$ cat src/rtl/bkg_seq_ctrl.sv
// Background-accumulation sequencer: steps the background RAM through clear,
// TOTAL_FRAME accumulate frames and subtract, and reports frame-integrity errors.
module bkg_seq_ctrl #(
  parameter int TOTAL_FRAME = 4,
  parameter int NUM_CH      = 256
) (
  input  logic        clk_clk,
  input  logic        rst_reset,
  input  logic        cmd_start,
  input  logic        cmd_abort,
  input  logic        sof,
  input  logic        data_valid,
  input  logic [7:0]  data_addr,
  output logic [26:0] frame_id,
  output logic [7:0]  bkg_addr,
  output logic        busy,
  output logic        bkg_ready,
  output logic [16:0] frames_acc,
  output logic        err_short
);

  typedef enum logic [2:0] {
    S_IDLE,
    S_CLEAR,
    S_ARM,
    S_ACCUM,
    S_DONE
  } state_t;

  localparam logic [16:0] FID_CLEAR  = 17'd1;
  localparam logic [16:0] FID_FIRST  = 17'd2;
  localparam logic [16:0] FID_LAST   = 17'(TOTAL_FRAME + 1);
  localparam logic [16:0] FID_SUB    = 17'(TOTAL_FRAME + 2);
  localparam logic [7:0]  SWEEP_LAST = 8'(NUM_CH - 1);
  localparam logic [8:0]  BEAT_FULL  = 9'(NUM_CH);

  state_t      r_state;
  logic [16:0] r_frame_id;
  logic [7:0]  r_sweep;
  logic [8:0]  r_beat;
  logic [16:0] r_frames_acc;
  logic        r_err_short;
  logic        r_busy;
  logic        r_bkg_ready;

  logic        w_start_ok;
  logic        w_beat_full;

  // Start is only honoured when no run is in flight.
  assign w_start_ok  = cmd_start && ((r_state == S_IDLE) || (r_state == S_DONE));
  assign w_beat_full = (r_beat == BEAT_FULL);

  // NOTE: bkg_addr is a continuous assign with both mux legs covered, so no
  // storage can be inferred; it is the one deliberately unregistered output.
  assign bkg_addr   = (r_state == S_CLEAR) ? r_sweep : data_addr;
  assign frame_id   = {10'd0, r_frame_id};
  assign busy       = r_busy;
  assign bkg_ready  = r_bkg_ready;
  assign frames_acc = r_frames_acc;
  assign err_short  = r_err_short;

  // NOTE: all state and registered outputs use non-blocking assignments so
  // every branch below reads the pre-edge values, whatever the statement order.
  always_ff @(posedge clk_clk or posedge rst_reset) begin
    if (rst_reset) begin
      r_state      <= S_IDLE;
      r_frame_id   <= '0;
      r_sweep      <= '0;
      r_beat       <= '0;
      r_frames_acc <= '0;
      r_err_short  <= 1'b0;
      r_busy       <= 1'b0;
      r_bkg_ready  <= 1'b0;
    end else if (cmd_abort) begin
      // Counters and the error flag stay readable after an abort.
      r_state     <= S_IDLE;
      r_frame_id  <= '0;
      r_busy      <= 1'b0;
      r_bkg_ready <= 1'b0;
    end else if (w_start_ok) begin
      r_state      <= S_CLEAR;
      r_frame_id   <= FID_CLEAR;
      r_sweep      <= '0;
      r_beat       <= '0;
      r_frames_acc <= '0;
      r_err_short  <= 1'b0;
      r_busy       <= 1'b1;
      r_bkg_ready  <= 1'b0;
    end else begin
      case (r_state)
        S_CLEAR: begin
          if (r_sweep == SWEEP_LAST) begin
            r_state <= S_ARM;
            r_sweep <= '0;
          end else begin
            r_sweep <= r_sweep + 8'd1;
          end
        end

        S_ARM: begin
          // frame_id stays at the clear index here, so stray beats write zeros.
          if (sof) begin
            r_state      <= S_ACCUM;
            r_frame_id   <= FID_FIRST;
            r_frames_acc <= 17'd1;
            r_beat       <= '0;
          end
        end

        S_ACCUM: begin
          if (sof) begin
            if (!w_beat_full) begin
              r_err_short <= 1'b1;
            end
            // A beat coincident with sof is the first beat of the new frame.
            r_beat <= {8'd0, data_valid};
            if (r_frame_id < FID_LAST) begin
              r_frame_id   <= r_frame_id + 17'd1;
              r_frames_acc <= r_frames_acc + 17'd1;
            end else begin
              r_state     <= S_DONE;
              r_frame_id  <= FID_SUB;
              r_busy      <= 1'b0;
              r_bkg_ready <= 1'b1;
            end
          end else if (data_valid && !w_beat_full) begin
            r_beat <= r_beat + 9'd1;
          end
        end

        default: begin
          // IDLE and DONE hold until a command arrives.
        end
      endcase
    end
  end

endmodule

$ cat config.mk
export PLATFORM = sky130hd
export DESIGN_NAME = bkg_seq_ctrl
export DESIGN_NICKNAME = d
export VERILOG_FILES = /design/src/rtl/bkg_seq_ctrl.sv
export SDC_FILE = /design/constraint.sdc
export NUM_CORES = 1
export LEC_CHECK = 0
export ABC_CLOCK_PERIOD_IN_PS = 5650
export CORE_AREA = 2 2 120 87
export DETAILED_ROUTE_END_ITERATION = 7
export DIE_AREA = 0 0 122 89
export PLACE_DENSITY = 0.62
export SLEW_MARGIN = 5
export SYNTH_ARGS = -nofsm -noshare
export SYNTH_HDL_FRONTEND = slang
export SYNTH_SLANG_ARGS = --single-unit
$ cat constraint.sdc
create_clock -name clk_clk -period 5.65 [get_ports clk_clk]
set_input_delay 1.13 -clock clk_clk [delete_from_list [all_inputs] [get_ports clk_clk]]
set_output_delay 1.13 -clock clk_clk [all_outputs]
set_load 0.02 [all_outputs]
==> results.txt <==
----------------------------------------------------
[Status]
  Outcome ... complete, no violations

[Routing]
  Drt via density ... 5.431
  Iteration-0 DRC Markers ... 185
  Via count ... 2938
  Routed Wire Length ... 8.691 mm
  Drc violations ... 0
  Number of detailed-routing iterations run before antenna repair ... 4
  Drt wl/cell ... 16.06 um
  Remaining number of nets flagged by the antenna check after routing ... 0

[Clock network]
  Total clock sinks ... 57
  Clock transition at the registers of the reported paths ... 50 ps
  Root buffer selected by CTS ... sky130_fd_sc_hd__clkbuf_16
  H-tree levels ... 3
  Post-CTS Repair Setup Buffers ... 0
  Cts repair resizes ... 0
  CTS tree ... built
  Num CTS Buffers ... 9
  Hold_buf cts ... 0
  Maximum count of clock buffers along a single path ... 2
  Clock latency reported for the late side of the worst-skew pair ... 330 ps

[Worst hold path]
  Class of the tightest hold or removal check ... reg -> reg

[Global routing]
  Pin count of the biggest net entering global routing ... 58
  Overall Global Routing Usage ... 17.33%
  Total global routing overflow ... 0
  Initial antenna violation count ... 0
  Vias in the first global route ... 2835
  Wire length of the first global-routing pass ... 14.55 mm

[Setup path]
  Critical Setup Path Class ... in -> out
  Critical Path Source Type ... primary input
  Most used cell, CP ... sky130_fd_sc_hd__clkdlybuf4s50_1
  Crit-path slowest cell ... sky130_fd_sc_hd__clkdlybuf4s50_1
  Endpoint class of the critical path ... output pin
  Peak per-stage delay on the critical path ... 540 ps
  CP arrival ... 2330 ps
  Cell Chain, Critical Path ... clkdlybuf4s50_1 -> mux2_2 -> clkdlybuf4s50_1
  Critical Path Fanout Max ... 1
  Data required, critical path ... 4520 ps

[Floorplan]
  Number of placement rows ... 30
  Placeable core region ... 9572 um^2
  Die Y-Extent ... 89 um
  Number of top-level design ports ... 69
  Initial Util ... 34.61%
  Horizontal die dimension ... 122 um
  Die Area ... 10860 um^2

[Place]
  Area post-placement ... 3948 um^2
  Half-perimeter wire length of the detailed placement result ... 6.132 mm
  Final RePlAce weighted congestion ... 0.8137
  Placed Cells incl. Taps ... 527
  Port buffer count ... 58

[Yosys]
  Synth top area share ... 43.05%
  Yosys top cell by area ... sky130_fd_sc_hd__dfrtp_1
  Share of synthesized area occupied by flip-flops and latches ... 43.05%
  Post-Synthesis Cell Area ... 3313 um^2
  Async set-or-reset flop fraction in the synthesized netlist ... 100.0%
  Cell with the most instances after synthesis ... sky130_fd_sc_hd__dfrtp_1
  Cells after Synth ... 356
  Synthesized area divided by synthesized cell count ... 9.307 um^2
  Number of different library cells in the post-synthesis netlist ... 61
  Top cells by area in the synthesized netlist ... sky130_fd_sc_hd__dfrtp_1 (43%), sky130_fd_sc_hd__nor2_1 (3.5%), sky130_fd_sc_hd__nand3_1 (3.3%), sky130_fd_sc_hd__o21ai_0 (3.2%), sky130_fd_sc_hd__mux2_2 (3.1%)
  Top_reg_cell synth ... sky130_fd_sc_hd__dfrtp_1
  Number of storage elements in the synthesis netlist ... 57
  Number of enable flip-flop cells after synthesis ... 0
  Ranking of synthesized cells by instance count ... sky130_fd_sc_hd__dfrtp_1 (57), sky130_fd_sc_hd__nor2_1 (31), sky130_fd_sc_hd__nand2_1 (25), sky130_fd_sc_hd__nand3_1 (22), sky130_fd_sc_hd__o21ai_0 (21)
  Total number of yosys warnings ... 0

[Power]
  Overall power after layout ... 1.431 mW
  IR drop worst, VDD ... 0.1490 mV
  P per Cell Area ... 338.2 nW/um^2
  Leak pwr ... 1.815 nW

[Layout]
  Antenna cell count ... 0
  Sequential cell area ... 1426 um^2
  Synthesis-to-finish area growth ... 27.72%
  Final cell area excluding filler cells ... 4232 um^2
  Filler Cells Inserted ... 909
  Fraction of layout instances using a drive strength above 1 ... 8.717%
  Non-filler instance count after layout ... 541
  Area used by multi-input combinational logic ... 1732 um^2
  Final net count ... 429

[STA]
  Final setup violation count ... 0
  Peak clock frequency supported by timing ... 288.8 MHz
  Setup TNS ... 0 ps
  Period Utilization, post-route ... 61.28%
  Setup repair after global routing missed its margin ... no
  Shortest clock period the worst path allows after layout ... 3462 ps
  Final hold violation count ... 0
  Max-slew violations ... 0
  Slew at the pin closest to its max-slew limit ... 880.1 ps
  Relative max-transition margin ... 41.11%
  Clock Skews ... 8.920 ps

[Flow run]
  Max_cap viols ... 0

----------------------------------------------------
report_power, final:
group	internal [mW]	switching (mW)
Clock	0.345	0.182
Sequential	0.441	0.0565
Combinational	0.173	0.234
stage by stage:
step / util [%] / hold slack (ps) / setup WS (ps)
floorplan: - / 482.8 / 2954
global placement: 41.24 / 498.6 / 2129
detailed placement: 41.24 / 489.2 / 2094
CTS: 44.21 / 516.1 / 2175
global route: 44.21 / 543.5 / 2148
finish: 44.21 / 507.3 / 2188
layer usage:
layer	wire length, um	track usage [%]	vias up
met4	95	4.911	0
li1	-	-	1417
met1	4332	24.86	1420
met3	600	5.102	10
met5	0	0	-
met2	3662	25.44	91
layout by cell type (no fill, tap or decap), types with 3 or more instances in the layout:
master / Yosys / final
sky130_fd_sc_hd__conb_1: 1 / 10
sky130_fd_sc_hd__o22a_1: 3 / 3
sky130_fd_sc_hd__nor2_1: 31 / 31
sky130_fd_sc_hd__and4_1: 6 / 6
sky130_fd_sc_hd__a311oi_1: 3 / 3
sky130_fd_sc_hd__mux2_2: 9 / 9
sky130_fd_sc_hd__nand2_1: 25 / 25
sky130_fd_sc_hd__nand3_1: 22 / 22
sky130_fd_sc_hd__ha_1: 5 / 5
sky130_fd_sc_hd__inv_1: 7 / 6
sky130_fd_sc_hd__clkinv_2: 0 / 3
sky130_fd_sc_hd__a32o_1: 5 / 5
sky130_fd_sc_hd__and2_1: 11 / 11
sky130_fd_sc_hd__clkdlybuf4s50_1: 0 / 58
sky130_fd_sc_hd__or4_1: 4 / 4
sky130_fd_sc_hd__nor3_1: 8 / 8
sky130_fd_sc_hd__dfrtp_1: 57 / 57
sky130_fd_sc_hd__nand4_1: 9 / 9
sky130_fd_sc_hd__buf_4: 10 / 3
sky130_fd_sc_hd__xnor2_1: 3 / 3
sky130_fd_sc_hd__nand2b_1: 3 / 3
sky130_fd_sc_hd__xor2_1: 5 / 5
sky130_fd_sc_hd__clkbuf_16: 0 / 9
sky130_fd_sc_hd__o211ai_1: 4 / 4
sky130_fd_sc_hd__and3_1: 11 / 11
sky130_fd_sc_hd__nor2b_1: 5 / 5
sky130_fd_sc_hd__a21oi_1: 8 / 8
sky130_fd_sc_hd__o22ai_1: 3 / 3
sky130_fd_sc_hd__o21ai_0: 21 / 21
sky130_fd_sc_hd__nand3b_1: 4 / 4
sky130_fd_sc_hd__nor4_1: 8 / 8
sky130_fd_sc_hd__a31oi_1: 9 / 9
sky130_fd_sc_hd__o31ai_1: 4 / 4
logic make-up after synthesis:
family / Yosys count / share of synthesized area, %
other: 1 / 0.1132
AOI/OAI and AO/OA: 82 / 17.56
muxes: 11 / 3.663
buffers and inverters: 34 / 5.702
DFF: 57 / 43.05
and+or+nand+nor: 158 / 25.91
adders and majority gates: 5 / 1.888
xor gates and xnor gates: 8 / 2.115
critical path, delay by kind of cell:
| kind | cells | cell delay, ps |
|---|---|---|
| multiplexers | 1 | 260 |
| buffers and inverters | 2 | 940 |
area by class of cell:
type | instances | area share (%)
Clock inverter | 4 | 1.064
Inverter | 7 | 0.6209
Timing Repair Buffer | 61 | 14.25
Tap cell | 128 | 3.785
Multi-Input combinational cell | 274 | 40.92
Clock buffer | 10 | 5.648
Sequential cell | 57 | 33.71
final timing paths:
path	endpoint	cells after the start	slack (ps)	from
min	bkg_ready	1	510	bkg_ready
max reg2reg	r_frame_id[14]	5	3170	r_frame_id[9]
max	bkg_addr[4]	3	2190	data_addr[4]
min in group asynchronous	r_frame_id[16]	3	1330	rst_reset
min reg2reg	bkg_ready	1	510	bkg_ready
max in group asynchronous	r_sweep[3]	3	3820	rst_reset
state kept, by name, indices dropped and copies added, names as in the netlist:
register / count
r_state: 3
bkg_ready: 1
r_frame_id: 17
r_sweep: 8
busy: 1
err_short: 1
frames_acc: 17
r_beat: 9
(Power assumes the default switching activity.)
